$ cat src/rtl/line_buffer_ctrl_if.sv
// Row-in / window-out handshake bundle for the line buffer controller.
// Signal names are written from the controller's point of view (_i = into
// the controller, _o = out of it). The slave modport is the controller; the
// master modport is the upstream row source plus the downstream conv stage.
interface line_buffer_ctrl_if #(
   parameter int RW = 5
);
   logic          row_valid_i;
   logic          row_ready_o;
   logic          lb_wr_en_o;
   logic [1:0]    lb_wr_sel_o;
   logic          win_valid_o;
   logic          win_ready_i;
   logic [1:0]    win_top_sel_o;
   logic [RW-1:0] win_row_o;

   modport master (
      output row_valid_i, win_ready_i,
      input  row_ready_o, lb_wr_en_o, lb_wr_sel_o,
             win_valid_o, win_top_sel_o, win_row_o
   );

   modport slave (
      input  row_valid_i, win_ready_i,
      output row_ready_o, lb_wr_en_o, lb_wr_sel_o,
             win_valid_o, win_top_sel_o, win_row_o
   );
endinterface

$ cat src/rtl/line_buffer_ctrl.sv
// Frame sequencer for the 3-row line buffer feeding the KxK conv stage.
// Rows are written round-robin into three slots. Once three rows are
// resident, one window is offered per newly accepted row. After H-2 windows
// the frame ends with a one-cycle frame_done_o pulse.
// Optional build macro: LINE_BUFFER_CTRL_STALL_CNT_EN adds a saturating
// 16-bit count of cycles in which a window waited on the conv stage.
module line_buffer_ctrl #(
   parameter int H  = 24,  // rows per frame, 3..2^RW-1
   parameter int RW = 5    // row counter width, 2^RW > H
) (
   input  logic                clk,
   input  logic                reset,
   input  logic                start_i,
   line_buffer_ctrl_if.slave   lb,
   output logic                frame_done_o,
   output logic                busy_o,
   output logic [15:0]         stall_cnt_o
);

   typedef enum logic [1:0] {
      IDLE   = 2'd0,
      FILL   = 2'd1,
      STREAM = 2'd2,
      LAST   = 2'd3
   } state_e;

   localparam logic [RW-1:0] LAST_ROW = RW'(H - 3);
   localparam logic [RW-1:0] ROWS_MAX = RW'(H);

   state_e        state_q, state_d;
   logic [1:0]    wr_ptr_q, wr_ptr_d;
   logic [RW-1:0] rows_in_q, rows_in_d;
   logic [RW-1:0] win_row_q, win_row_d;
   logic          win_valid_q, win_valid_d;

   logic          row_ready;
   logic          row_accept;
   logic          win_hs;

   // Row acceptance: always open while filling, closed while a window is pending.
   always_comb begin
      row_ready = 1'b0;
      case (state_q)
         FILL:    row_ready = 1'b1;
         STREAM:  row_ready = ~win_valid_q;
         default: row_ready = 1'b0;
      endcase
   end

   assign row_accept = lb.row_valid_i & row_ready;
   assign win_hs     = win_valid_q & lb.win_ready_i;

   // Next-state logic: pointer/counter advance on accept, window sequencing.
   always_comb begin
      // NOTE: every variable gets its hold value first so no path leaves it
      // unassigned; otherwise synthesis infers a latch.
      state_d     = state_q;
      wr_ptr_d    = wr_ptr_q;
      rows_in_d   = rows_in_q;
      win_row_d   = win_row_q;
      win_valid_d = win_valid_q;

      if (row_accept) begin
         wr_ptr_d  = (wr_ptr_q == 2'd2) ? 2'd0 : wr_ptr_q + 2'd1;
         rows_in_d = (rows_in_q == ROWS_MAX) ? rows_in_q : rows_in_q + RW'(1);
      end

      case (state_q)
         IDLE: begin
            if (start_i) begin
               state_d     = FILL;
               wr_ptr_d    = 2'd0;
               rows_in_d   = '0;
               win_row_d   = '0;
               win_valid_d = 1'b0;
            end
         end
         FILL: begin
            // Third row lands this edge: first window is complete next cycle.
            if (row_accept && rows_in_q == RW'(2)) begin
               state_d     = STREAM;
               win_valid_d = 1'b1;
            end
         end
         STREAM: begin
            if (win_hs) begin
               win_valid_d = 1'b0;
               if (win_row_q == LAST_ROW) state_d   = LAST;
               else                       win_row_d = win_row_q + RW'(1);
            end else if (row_accept) begin
               win_valid_d = 1'b1;
            end
         end
         LAST:    state_d = IDLE;
         default: state_d = IDLE;
      endcase
   end

   // State and pointer registers.
   always_ff @(posedge clk or posedge reset) begin
      if (reset) begin
         state_q     <= IDLE;
         wr_ptr_q    <= 2'd0;
         rows_in_q   <= '0;
         win_row_q   <= '0;
         win_valid_q <= 1'b0;
      end else begin
         // NOTE: non-blocking assignments so every register samples the
         // pre-edge value of its inputs, independent of statement order.
         state_q     <= state_d;
         wr_ptr_q    <= wr_ptr_d;
         rows_in_q   <= rows_in_d;
         win_row_q   <= win_row_d;
         win_valid_q <= win_valid_d;
      end
   end

`ifdef LINE_BUFFER_CTRL_STALL_CNT_EN
   logic [15:0] stall_cnt_q, stall_cnt_d;

   // Stall counter: cleared on frame start, saturating count of blocked windows.
   always_comb begin
      stall_cnt_d = stall_cnt_q;
      if (state_q == IDLE && start_i) begin
         stall_cnt_d = '0;
      end else if (win_valid_q && !lb.win_ready_i && stall_cnt_q != 16'hFFFF) begin
         stall_cnt_d = stall_cnt_q + 16'd1;
      end
   end

   // Stall counter register.
   always_ff @(posedge clk or posedge reset) begin
      if (reset) stall_cnt_q <= '0;
      else       stall_cnt_q <= stall_cnt_d;
   end

   assign stall_cnt_o = stall_cnt_q;
`else
   assign stall_cnt_o = 16'h0000;
`endif

   // The next slot to be overwritten always holds the oldest resident row.
   assign lb.row_ready_o   = row_ready;
   assign lb.lb_wr_en_o    = row_accept;
   assign lb.lb_wr_sel_o   = wr_ptr_q;
   assign lb.win_valid_o   = win_valid_q;
   assign lb.win_top_sel_o = wr_ptr_q;
   assign lb.win_row_o     = win_row_q;
   assign frame_done_o     = (state_q == LAST);
   assign busy_o           = (state_q != IDLE);

endmodule
$ cat src/flat_wrapper.sv
// flat-port wrapper written by rule: the top's interface ports become plain ports
module line_buffer_ctrl_flat 
#(
   parameter int H  = 24,                              
   parameter int RW = 5                                  
)
  (clk, reset, start_i, frame_done_o, busy_o, stall_cnt_o, lb_row_valid_i, lb_win_ready_i, lb_row_ready_o, lb_lb_wr_en_o, lb_lb_wr_sel_o, lb_win_valid_o, lb_win_top_sel_o, lb_win_row_o);
  line_buffer_ctrl_if #(.RW(RW)) lb_i ();
  input  logic clk;
  input  logic reset;
  input  logic start_i;
  output logic frame_done_o;
  output logic busy_o;
  output logic [15:0] stall_cnt_o;
  input wire logic [$bits(lb_i.row_valid_i)-1:0] lb_row_valid_i;
  input wire logic [$bits(lb_i.win_ready_i)-1:0] lb_win_ready_i;
  output wire logic [$bits(lb_i.row_ready_o)-1:0] lb_row_ready_o;
  output wire logic [$bits(lb_i.lb_wr_en_o)-1:0] lb_lb_wr_en_o;
  output wire logic [$bits(lb_i.lb_wr_sel_o)-1:0] lb_lb_wr_sel_o;
  output wire logic [$bits(lb_i.win_valid_o)-1:0] lb_win_valid_o;
  output wire logic [$bits(lb_i.win_top_sel_o)-1:0] lb_win_top_sel_o;
  output wire logic [$bits(lb_i.win_row_o)-1:0] lb_win_row_o;
  assign lb_i.row_valid_i = lb_row_valid_i;
  assign lb_i.win_ready_i = lb_win_ready_i;
  assign lb_row_ready_o = lb_i.row_ready_o;
  assign lb_lb_wr_en_o = lb_i.lb_wr_en_o;
  assign lb_lb_wr_sel_o = lb_i.lb_wr_sel_o;
  assign lb_win_valid_o = lb_i.win_valid_o;
  assign lb_win_top_sel_o = lb_i.win_top_sel_o;
  assign lb_win_row_o = lb_i.win_row_o;
  line_buffer_ctrl #(.H(H), .RW(RW)) u_core (.clk(clk), .reset(reset), .start_i(start_i), .lb(lb_i), .frame_done_o(frame_done_o), .busy_o(busy_o), .stall_cnt_o(stall_cnt_o));
endmodule
$ cat config.mk
export PLATFORM = sky130hd
export DESIGN_NAME = line_buffer_ctrl_flat
export DESIGN_NICKNAME = d
export VERILOG_FILES = /design/src/rtl/line_buffer_ctrl_if.sv /design/src/rtl/line_buffer_ctrl.sv /design/src/flat_wrapper.sv
export SDC_FILE = /design/constraint.sdc
export NUM_CORES = 1
export LEC_CHECK = 0
export ABC_AREA = 0
export ABC_CLOCK_PERIOD_IN_PS = 2800
export BUFFER_PORTS_ARGS = -buffer_cell sky130_fd_sc_hd__buf_2
export CAP_MARGIN = 20
export CELL_PAD_IN_SITES_DETAIL_PLACEMENT = 2
export CELL_PAD_IN_SITES_GLOBAL_PLACEMENT = 2
export CORE_UTILIZATION = 30
export DETAILED_ROUTE_END_ITERATION = 8
export GPL_TIMING_DRIVEN = 0
export PLACE_DENSITY_LB_ADDON = 0.1
export SLEW_MARGIN = 15
export SYNTH_ARGS = -nofsm -noshare
export SYNTH_HDL_FRONTEND = slang
export SYNTH_SLANG_ARGS = --single-unit
$ cat constraint.sdc
create_clock -name clk -period 2.8 [get_ports clk]
set_clock_uncertainty 0.15 [all_clocks]
set_input_delay 0.42 -clock clk [delete_from_list [all_inputs] [get_ports clk]]
set_output_delay 0.42 -clock clk [all_outputs]
set_load 0.005 [all_outputs]
## After elaboration in Yosys (flattened, before gate mapping)

Cells that the tools add are included.

| operators by class | value |
|---|---|
| equal/unequal tests | 13 |
| bitwise logic cells | 3 |
| mux-type cells | 23 |
| reduce and logical (&&, ||, !) cells | 8 |
| $add $sub $neg | 3 |

Operator list:

| operator | number |
|---|---|
| $mux W5 | 7 |
| $mux W2 | 8 |
| $reduce_and A4 Y1 | 3 |
| $add A5 B1 Y5 const B | 2 |
| $eq A5 B5 Y1 const B | 2 |
| $pmux W5 S2 | 1 |
| $pmux W2 S4 | 1 |
| $eq A2 B2 Y1 const B | 3 |
| $ne A2 B1 Y1 const B | 3 |
| $eq A5 B2 Y1 const B | 1 |
| $mux W1 | 4 |
| $ne A2 B2 Y1 const B | 2 |
| $reduce_bool A2 Y1 | 2 |
| $ne A3 B1 Y1 const B | 1 |
| $pmux W1 S3 | 1 |
| $reduce_bool A3 Y1 | 1 |
| $add A2 B1 Y2 const B | 1 |
| $and A1 B1 Y1 | 2 |
| $eq A2 B1 Y1 const B | 1 |
| $logic_not A2 Y1 | 1 |
| $pmux W1 S2 | 1 |
| $logic_and A1 B1 Y1 | 1 |
| $not A1 Y1 | 1 |

| storage, ports and cells | value |
|---|---|
| bits of input ports | 5 |
| output and inout port bits | 30 |
| logic and storage cells | 55 |
| bits in registers | 15 |

## Logic depth before layout (Yosys ltp)

| logic depth | value |
|---|---|
| word-level depth | 6 |
| depth in mapped cells | 7 |
| mapped depth without buffers | 6 |

## Least setup slack after synthesis

OpenSTA, ideal clock, no wires.

| path | value |
|---|---|
| path kind | register to register |
| from | reg u_core.state_q[0] |
| to | reg u_core.win_row_q[2], in the netlist u_core.lb.win_row_o[2] |
| library setup time | 0.066 ns |
| path slack | 0.856 ns |
| arrival | 1.729 ns |
| period minus slack after synthesis | 1.944 ns |
| stages on the path, launching flop included | 8 |
| data required time | 2.584 ns |
| buffers on the path | 1 |
| cell sequence | dfrtp_1 inv_1 ha_1 buf_6 a21boi_4 or4b_2 o21ai_0 a22o_1 |

| between the ends | value |
|---|---|
| word-level cells in the longest chain between the ends | 3 |
| elaborated cells between the ends (all ways) | 8 |
| those cells by class | 4 x eq/ne; 1 x mux; 3 x reduce/logical |

RTL lines:

| what | line | source |
|---|---|---|
| start, declared | line_buffer_ctrl.sv:30 | `state_e state_q, state_d;` |
| start signal, assigned | line_buffer_ctrl.sv:110 | `state_q <= state_d;` |
| $eq A2 B2 Y1 / $logic_not A2 Y1 (equally long branches) | line_buffer_ctrl.sv:68 | `case (state_q)` |
| $ne A2 B1 Y1 (no line), or another cell as far along | n/a |  |
| $reduce_and A4 Y1 (no line) | n/a |  |
| end signal, assigned | line_buffer_ctrl.sv:113 | `win_row_q <= win_row_d;` |
| end, declared | line_buffer_ctrl.sv:33 | `logic [RW-1:0] win_row_q, win_row_d;` |

Parallel ways exist; a longest one is shown, timed or not.
A chain may end at the register's enable or synchronous reset.

## Final worst setup path

| path | value |
|---|---|
| from | reg u_core.state_q[0] |
| to | out lb_lb_wr_en_o |

| between the ends | value |
|---|---|
| word-level cells in the longest chain between the ends | 3 |
| elaborated cells between the ends (all ways) | 4 |
| those cells by class | 2 x eq/ne; 1 x mux; 1 x bitwise |

RTL lines:

| what | line | source |
|---|---|---|
| $eq A2 B2 Y1 / $eq A2 B1 Y1 (equally long branches) | line_buffer_ctrl.sv:43 | `case (state_q)` |
| $pmux W1 S2 (*) | line_buffer_ctrl.sv:43 |  |
| $and A1 B1 Y1 (*) | line_buffer_ctrl.sv:50 | `assign row_accept = lb.row_valid_i & row_ready;` |
| end, declared | flat_wrapper.sv:18 | `output wire logic [$bits(lb_i.lb_wr_en_o)-1:0] lb_lb_wr_en_o;` |

Every way passes the cells marked *; elsewhere a longest branch is shown, timed or not.

==> impl_metrics.yaml <==
run:
  cap_violations: 0
die:
  chipWidth_um: 63.2
  num_rows: 21
  dieHeight_um: 63.2
  ios: 35
  die-area_um2: 4000
  start_util: 0.324
  coreArea_um2: 3470
logic_synthesis:
  synth.cell_area_um2: 1120
  ys_seq_elements: 15
  synthArstFlopShare: 1.00
  synth-edff-count: 0
  ys.flop_type: "dfrtp_1"
  seq_area_frac_synth: 0.334
  yosysUniqueCellTypes: 42
  yosys_warnings: 0
  synth_area_per_cell_um2: 9.53
  syn_inst: 118
  synth_area_leaders: "dfrtp_1 (33%), buf_4 (12%), ha_1 (11%)"
  yosys.area.top_type_share: 0.334
  yosysTopAreaCell: "dfrtp_1"
placement:
  dp_hpwl_um: 2190
  place_inst: 197
  port_buffers: 18
  routabilityCongestion: 0.700
  pre_cts_ws_ns: 0.488
timing:
  finalMaxSlewViolations: 0
  tightest_slew_ns: 0.634
  max_slew_margin: 0.577
  setup_viol_count_final: 0
  fin_crit_ns: 2.50
  hold_viol: 0
  tns_ns: 0
  rsz0062_at_grt: "false"
  timing.fmax_ghz: 0.400
  min_period_over_period: 0.893
  finalWorstSetupSlack_ns: 0.301
finish:
  diodes: 0
  instances_no_fill: 201
  area_growth_pct: 22.1
  fin_nets: 171
  final_core_util: 0.396
  fillers: 413
  post_route_cells_drive_above_1_share: 0.316
route:
  firstDrtPassIters: 3
  wl_um: 2770
  drt.antenna.violating_nets: 0
  via_per_inst: 4.66
  drtIter0Drc: 16
  routedWlPerCell_um: 13.8
  vias: 937
  drc: 0
worst_setup_path:
  path_buf_inv: 4
  crit_path_start_kind: "flip-flop"
  path_common_cell: "inv_1"
  critPathSlowestCell: "dfrtp_1"
  crit_chain: "inv_1 > ha_1 > buf_6 > and2b_2 > o21ai_0 > inv_1 > buf_2"
  worstSetupPathType: "reg2out"
  path_delay_family: "buffers and inverters"
  critical_path.max_stage_delay_ns: 0.38
  r2r_start: "u_core.state_q[0]$_DFFE_PP0P_"
  cp.depth: 7
  reg2reg_depth: 6
  worstPathArrival_ns: 1.93
  worstPathRequired_ns: 2.23
  cp-end-kind: "output pin"
  worstSetupStartpoint: "u_core.state_q[0]$_DFFE_PP0P_"
  crit_fanout: 9
clocking:
  cts.sinks: 15
  post_cts_buffers: 0
  cts_buffer_depth: 2
  clk-insertion-delay-late_ns: 0.26
  cts_tree: "built"
  cts_hold_buf: 0
  root_buffer: "clkbuf_8"
  ctsHtreeMaxLevel: 1
  cts-buffers-inserted: 3
  clkTransAtPathRegs_ns: 0.07
  cts_resized: 0
outcome:
  status: "completed"
grt:
  overflow: 0
  grt_pass1_vias: 1034
  grt_max_degree: 16
  grt_pass1_wl_um: 4770
  antenna_found_initial: 0
  grtUsageTotal: 0.157
pwr:
  p_leak_nw: 0.732
  power_mw: 1.32
  peakVddDrop_v: 0.000274
  power_density_nw_per_um2: 962
hold_path:
  hp-class: "in2async"
report_power, final:
group	leakage, nW	internal (mW)	switching (mW)
Clock	0.0228	0.101	0.0871
Sequential	0.198	0.300	0.108
Combinational	0.511	0.347	0.379
path summary, 6_finish.rpt:
check	to	slack, ns
min in group clk	u_core.lb.lb_wr_sel_o[1]$_DFF_PP0_	0.42
hold / removal	u_core.lb.win_row_o[4]$_DFFE_PP0P_	0.08
setup reg to reg	u_core.lb.win_row_o[0]$_DFFE_PP0P_	0.50
hold reg to reg	u_core.lb.lb_wr_sel_o[1]$_DFF_PP0_	0.42
setup / recovery	lb_lb_wr_en_o	0.30
max in group asynchronous	u_core.rows_in_q[4]$_DFF_PP0_	2.01
flip-flops by register name (all words and copies together), names as in the netlist:
signal	flops
u_core.lb.lb_wr_sel_o	2
u_core.state_q	2
u_core.lb.win_row_o	5
u_core.lb.win_valid_o	1
u_core.rows_in_q	5
cells in the mapped netlist, types with 2 or more instances:
cell type and n:
nor2_1 8, and2_1 2, nand2_1 5, inv_1 10, a211oi_1 2, dfrtp_1 15, o211ai_1 3, nor4_1 2
buf_4 18, nor2b_1 2, a21oi_1 4, o21ai_0 3, nand3_1 3, o2bb2ai_1 2, mux2i_1 3, ha_1 10
layer usage:
metal / routed length, um / track usage / share of wire / vias to the layer above
met4: 64 / 0.0852 / 0.023 / 0
met3: 157 / 0.0290 / 0.057 / 5
met5: 0 / 0 / 0 / -
met2: 1390 / 0.285 / 0.50 / 34
li1: - / - / - / 446
met1: 1160 / 0.171 / 0.42 / 452
cell type report:
cell class              count  area [um2]  share of cell area
inverters                  10        37.5              0.0273
clock buffers               4        45.0              0.0328
repair buffers             18        90.1              0.0656
plain buffers              20         150               0.109
well taps                  46        57.6              0.0419
flip-flops and latches     15         375               0.273
multi-input cells          88         618               0.450
layout by cell type (no fill, tap or decap), drive strengths merged, types with 2 or more instances in the layout:
cell type,instances
ha,10
mux2,2
clkbuf,4
o21ai,5
conb,16
mux2i,3
nor2b,2
nand2,5
o211ai,4
buf,38
a211oi,2
a21oi,4
nor4,2
o2bb2ai,2
and2,2
dfrtp,15
nor2,8
nand3,3
or4b,2
inv,10
per-stage QoR:
stage	area (um2)	hold WS [ns]
final	1370	0.0819
after detailed placement	1330	0.386
after CTS	1370	0.0968
after global routing	1370	0.141
after global placement	1330	0.393
after floorplan	1180	0.171
cells by family (layout without fill, tap and decap cells):
family,count (synthesis),count (layout),synth area share
flip-flops,15,15,0.334
buffers and inverters,30,52,0.167
AND/OR/NAND/NOR,32,32,0.165
XOR/XNOR,2,2,0.0156
other,1,16,0.00333
adder cells (fa/ha/maj),10,10,0.111
AO/OA/AOI/OAI,23,23,0.155
multiplexers,5,5,0.0501
(Power assumes the default switching activity.)
